<file path="src/rtl/datapath_types.sv">
// Shared front-end datapath types.
//   word_t         : 32-bit machine word
//   fetch_entry_t  : one buffered fetch result {pc, instr, pred_taken}
//   fetch_state_t  : fetch controller states
package datapath_types;

  typedef logic [31:0] word_t;

  typedef struct packed {
    word_t pc;
    word_t instr;
    logic  pred_taken;
  } fetch_entry_t;

  typedef enum logic {
    FETCH   = 1'b0,
    DISCARD = 1'b1
  } fetch_state_t;

endpackage

</file>
<file path="src/rtl/fetch_queue.sv">
// Synchronous FIFO of fetch entries feeding dispatch.
// Ports:
//   CLK, nRST   : clock, synchronous active-low reset
//   push/data   : enqueue one entry (ignored when full)
//   pop         : dequeue head entry (ignored when empty)
//   clear       : drop all entries; wins over push and pop
//   head        : current head entry (from registers)
//   full, empty : occupancy flags
//   count       : number of valid entries, 0..DEPTH
module fetch_queue
  import datapath_types::*;
#(
  parameter int DEPTH = 4
) (
  input  logic                     CLK,
  input  logic                     nRST,
  input  logic                     push,
  input  fetch_entry_t             push_data,
  input  logic                     pop,
  input  logic                     clear,
  output fetch_entry_t             head,
  output logic                     full,
  output logic                     empty,
  output logic [$clog2(DEPTH):0]   count
);

  localparam int AW = $clog2(DEPTH);

  fetch_entry_t    mem [DEPTH];
  logic [AW-1:0]   wr_ptr;
  logic [AW-1:0]   rd_ptr;
  logic            do_push;
  logic            do_pop;

  assign full    = (count == (AW+1)'(DEPTH));
  assign empty   = (count == '0);
  assign do_push = push && !full && !clear;
  assign do_pop  = pop && !empty && !clear;
  assign head    = mem[rd_ptr];

  // NOTE: sequential state uses non-blocking (<=) so every flop samples
  // pre-edge values regardless of statement order.
  always_ff @(posedge CLK) begin
    if (!nRST) begin
      wr_ptr <= '0;
      rd_ptr <= '0;
      count  <= '0;
    end else if (clear) begin
      wr_ptr <= '0;
      rd_ptr <= '0;
      count  <= '0;
    end else begin
      // Pointers wrap naturally because DEPTH is a power of two.
      if (do_push) wr_ptr <= wr_ptr + 1'b1;
      if (do_pop)  rd_ptr <= rd_ptr + 1'b1;
      if (do_push && !do_pop)      count <= count + 1'b1;
      else if (do_pop && !do_push) count <= count - 1'b1;
    end
  end

  // NOTE: storage array is not reset; entries are only observed once
  // count says they are valid, so resetting them buys nothing.
  always_ff @(posedge CLK) begin
    if (do_push) mem[wr_ptr] <= push_data;
  end

endmodule

</file>
<file path="src/rtl/fetch_ctrl.sv">
// Front-end fetch controller: owns the fetch PC, issues I-memory requests
// under a stable-address handshake, consults the branch predictor and
// buffers fetched instructions for dispatch. Handles flush/mispredict
// redirects, discarding a response that is already in flight.
// Ports:
//   CLK, nRST                 : clock, synchronous active-low reset
//   imem_req/addr/ready/rdata : instruction memory handshake
//   bp_pc/taken/target        : branch predictor lookup
//   mispredict/correct_pc     : branch unit redirect
//   flush/flush_pc            : pipeline flush redirect (higher priority)
//   halt                      : stop issuing new requests
//   dispatch_free             : dispatch consumes the head this cycle
//   instr_valid/instr/instr_pc/instr_pred_taken : queue head
//   q_count                   : queue occupancy
module fetch_ctrl
  import datapath_types::*;
#(
  parameter int    DEPTH    = 4,
  parameter word_t RESET_PC = 32'h0000_0000
) (
  input  logic                   CLK,
  input  logic                   nRST,
  output logic                   imem_req,
  output word_t                  imem_addr,
  input  logic                   imem_ready,
  input  word_t                  imem_rdata,
  output word_t                  bp_pc,
  input  logic                   bp_taken,
  input  word_t                  bp_target,
  input  logic                   mispredict,
  input  word_t                  correct_pc,
  input  logic                   flush,
  input  word_t                  flush_pc,
  input  logic                   halt,
  input  logic                   dispatch_free,
  output logic                   instr_valid,
  output word_t                  instr,
  output word_t                  instr_pc,
  output logic                   instr_pred_taken,
  output logic [$clog2(DEPTH):0] q_count
);

  fetch_state_t state_q, state_d;
  word_t        fetch_pc_q, fetch_pc_d;
  word_t        held_addr_q;
  logic         outstanding_q;

  logic         redirect;
  word_t        redirect_pc;
  logic         accept;
  logic         q_push;
  logic         q_pop;
  logic         q_full;
  logic         q_empty;
  fetch_entry_t q_head;
  fetch_entry_t q_in;

  assign redirect    = flush || mispredict;
  assign redirect_pc = flush ? flush_pc : correct_pc;

  // Once raised, a request stays up until ready, independent of halt/full.
  // DISCARD always has a request outstanding, so it is covered too.
  assign imem_req  = nRST && (outstanding_q || (state_q == DISCARD) || (!q_full && !halt));
  // While outstanding, the address comes from the held copy so PC updates
  // from redirects cannot disturb the in-flight request.
  assign imem_addr = outstanding_q ? held_addr_q : fetch_pc_q;
  assign bp_pc     = imem_addr;

  assign accept = imem_req && imem_ready;
  assign q_push = accept && (state_q == FETCH) && !redirect;
  assign q_in   = '{pc: fetch_pc_q, instr: imem_rdata, pred_taken: bp_taken};

  assign instr_valid      = nRST && !q_empty;
  assign q_pop            = instr_valid && dispatch_free;
  assign instr            = q_head.instr;
  assign instr_pc         = q_head.pc;
  assign instr_pred_taken = q_head.pred_taken;

  // NOTE: every output of this block gets a default first, so no path
  // leaves one unassigned and no latch is inferred.
  always_comb begin
    state_d    = state_q;
    fetch_pc_d = fetch_pc_q;
    case (state_q)
      FETCH: begin
        if (redirect) begin
          fetch_pc_d = redirect_pc;
          // Memory cannot abort: wait out the response with the old address.
          if (imem_req && !imem_ready) state_d = DISCARD;
        end else if (accept) begin
          fetch_pc_d = bp_taken ? bp_target : fetch_pc_q + 32'd4;
        end
      end
      DISCARD: begin
        if (redirect)   fetch_pc_d = redirect_pc;
        if (imem_ready) state_d    = FETCH;
      end
      default: state_d = FETCH;
    endcase
  end

  always_ff @(posedge CLK) begin
    if (!nRST) begin
      state_q       <= FETCH;
      fetch_pc_q    <= RESET_PC;
      held_addr_q   <= RESET_PC;
      outstanding_q <= 1'b0;
    end else begin
      state_q       <= state_d;
      fetch_pc_q    <= fetch_pc_d;
      held_addr_q   <= imem_addr;
      outstanding_q <= imem_req && !imem_ready;
    end
  end

  fetch_queue #(.DEPTH(DEPTH)) u_queue (
    .CLK       (CLK),
    .nRST      (nRST),
    .push      (q_push),
    .push_data (q_in),
    .pop       (q_pop),
    .clear     (redirect),
    .head      (q_head),
    .full      (q_full),
    .empty     (q_empty),
    .count     (q_count)
  );

endmodule

</file>
<file path="config.mk">
export PLATFORM = sky130hd
export DESIGN_NAME = fetch_ctrl
export DESIGN_NICKNAME = d
export VERILOG_FILES = /design/src/rtl/datapath_types.sv /design/src/rtl/fetch_queue.sv /design/src/rtl/fetch_ctrl.sv
export SDC_FILE = /design/constraint.sdc
export NUM_CORES = 1
export LEC_CHECK = 0
export BUFFER_PORTS_ARGS = -buffer_cell sky130_fd_sc_hd__buf_4
export CORE_ASPECT_RATIO = 1.5
export CORE_MARGIN = 2
export CORE_UTILIZATION = 57
export CTS_BUF_LIST = sky130_fd_sc_hd__clkbuf_4 sky130_fd_sc_hd__clkbuf_8
export CTS_CLUSTER_SIZE = 40
export DETAILED_ROUTE_END_ITERATION = 16
export PLACE_DENSITY = 0.87
export SYNTH_ARGS = -nofsm -noshare
export SYNTH_HDL_FRONTEND = slang
export SYNTH_HIERARCHICAL = 1
export SYNTH_SLANG_ARGS = --single-unit
export TNS_END_PERCENT = 5
</file>
<file path="constraint.sdc">
create_clock -name CLK -period 5 [get_ports CLK]
set_input_delay 0.5 -clock CLK [delete_from_list [all_inputs] [get_ports CLK]]
set_output_delay 0.5 -clock CLK [all_outputs]
set_load 0.005 [all_outputs]
</file>
==> reports/metrics.yaml <==
outcome: "finished clean"
htree_num_levels: 2
die_area_sq_mm: 0.0263
final_core_util_pct: 69.7
fmaxAchievable_mhz: 257
finalSetupTns_ns: 0
drv_slew: 0
cp.arrival_ns: 4.40
syn_nets: 1069
post_cts_resized: 0
stdcell_area_sq_mm: 0.0170
r2r_setup_slack_ns: 1.11
post-route-drc-count: 0
finalCriticalPeriod_ns: 3.89
pin_count: 270
setup_violations: 0
dr.first_iter.drc_count: 1043
hold-path-cell-count: 2
syn-cell-area_sq_mm: 0.0142
avgSynthCellArea_sq_um: 15.4
worstHoldPathType: "input pin to flip-flop"
first_pass_iters: 5
die_h_microns: 198
crit_fanout: 22
io_buffers: 269
vias: 9276
nets: 1304
yosys_warnings: 6
hold_violations: 0
post-route-period-util_pct: 77.8
grt_pass1_wl_microns: 51200
routed_via_density: 6.11
die_x_microns: 133
start_util_pct: 58.2
drive_above_1_share_pct: 38.7
place_congestion: 0.917
ant_nets: 0
ys_ff_latch: 335
grt_max_degree: 66
grt_usage_pct: 25.8
synth_edf_count: 260
hpwl_microns: 23000
clkSinkCount: 335
grt_pass1_vias: 9037
synth_flop_cell: "edfxtp_1"
rsz0062_at_grt: "false"
async_reset_ff_share_pct: 0
rr_worst_depth: 13
row_count: 70
diodes: 0
clk_pin_slew_ns: 0.07
crit_type: "flip-flop to flip-flop"
wire_per_inst_microns: 22.8
synth_cells: 926
final_cell_mix: "276 x buf_4, 260 x edfxtp_1, 72 x dfxtp_1"
numCtsBuffers: 46
postCtsSetupBuffers: 0
overflow: 0
maxCapViolations: 0
power.density_cell_area_mw_per_mm2: 331
syn_to_final_growth_pct: 19.7
layout_commonest_cell: "buf_4"
endpoint_kind: "flip-flop"
clock-root-buffer: "clkbuf_8"
synthDistinctLibCells: 68
worst_slew_pin_slew_ns: 1.04
cts_hold_buf: 0
ys_seq_area_share_pct: 65.4
dpl_cell_area_sq_mm: 0.0161
cts_tree: "built"
skew_ns: 0.0334
antenna_found_initial: 0
p_leak_nw: 6.15
cts_max_path_buffers: 3
clk_latency_ns: 0.58
required_ns: 5.51
design.core.area_sq_mm: 0.0244
holdWs_ns: 0.0793
startpoint_type: "flip-flop"
max_slew_margin_pct: 30.6
drt_wl_total_microns: 34600
vdd_drop_max_mv: 0.197
kinds of logic after synthesis:
kind of cell	count (synthesis)	share of synthesized area, %
muxes	102	13.1
buffers and inverters	104	4.53
AOI/OAI and AO/OA	171	7.88
adders and majority gates	7	0.668
and+or+nand+nor	197	7.79
xor gates and xnor gates	10	0.615
DFF	335	65.4
area by class of cell:
cell class / instances / area [sq um]
Sequential cell: 335 / 9320
Fill cell: 1560 / 7400
Multi-Input combinational cell: 487 / 4290
Timing Repair Buffer: 276 / 2070
Clock buffer: 60 / 744
Tap cell: 324 / 405
Clock inverter: 22 / 149
Inverter: 15 / 56.3
worst max-delay path, stage by stage (launching register included):
cell      delay (ns)
dfxtp_1         0.50
nor3b_2         0.14
o21bai_1        0.40
a21oi_1         0.12
buf_4           0.24
nor2_1          0.39
inv_1           0.15
nor3_1          0.52
ha_1            0.30
inv_1           0.06
fa_1            0.37
xor2_1          0.17
or3_1           0.31
a21oi_1         0.14
power by group:
| part | total, mW | switching [mW] | internal [mW] |
|---|---|---|---|
| clock | 2.04 | 0.965 | 1.08 |
| combinational | 0.456 | 0.221 | 0.235 |
| sequential | 3.13 | 0.0755 | 3.06 |
| total | 5.63 | 1.26 | 4.37 |
cells in the mapped netlist (6+ instances only):
cell type	number	area [sq um]
nand2_1	43	161
a221oi_1	7	61.3
nand3_1	12	60.1
o21a_1	7	52.6
o21ai_0	50	250
nor3_1	14	70.1
mux2i_1	11	110
inv_1	15	56.3
nor2b_1	6	37.5
and4_1	6	52.6
and2_1	39	244
a21oi_1	36	180
and3_1	6	37.5
ha_1	6	75.1
dfxtp_1	75	1500
buf_4	35	263
edfxtp_1	260	7810
mux4_2	65	1460
or3_1	7	43.8
a211oi_1	12	90.1
buf_2	15	75.1
mux2_2	26	293
nand4_1	8	50.1
xor2_1	7	61.3
o31ai_1	8	60.1
a31oi_1	6	37.5
clkbuf_1	31	116
nor2_1	26	97.6
per-stage QoR:
step	std cells	setup WS (ns)	power (mW)
floorplan	926	1.15	3.40
global placement	1437	1.14	3.63
detailed placement	1437	1.01	3.64
CTS	1519	1.14	5.67
global route	1519	0.786	5.80
finish	1519	1.11	5.63
metal layers:
layer  vias up  share of wire (%)  global-route usage (%)
met1      4540                 37                    31.5
met5         -                  0                       0
met3        86                7.7                    4.39
met2       575                 51                    45.2
li1       4075                  -                       -
met4         0                4.0                    11.4
state kept, by name, summed over array words and instances (netlist names), named ones only:
register        flops
held_addr_q        32
outstanding_q       1
u_queue/wr_ptr      2
u_queue/rd_ptr      2
state_q             1
u_queue/count       3
u_queue/mem       260
fetch_pc_q         32
path summary, 6_finish.rpt:
path,to,startpoint
max,u_queue/count[2],u_queue/count[0]
min,outstanding_q,imem_ready
max reg2reg,u_queue/count[2],u_queue/count[0]
min reg2reg,u_queue/wr_ptr[1],u_queue/wr_ptr[1]
Power figures use the tool's default switching activity.
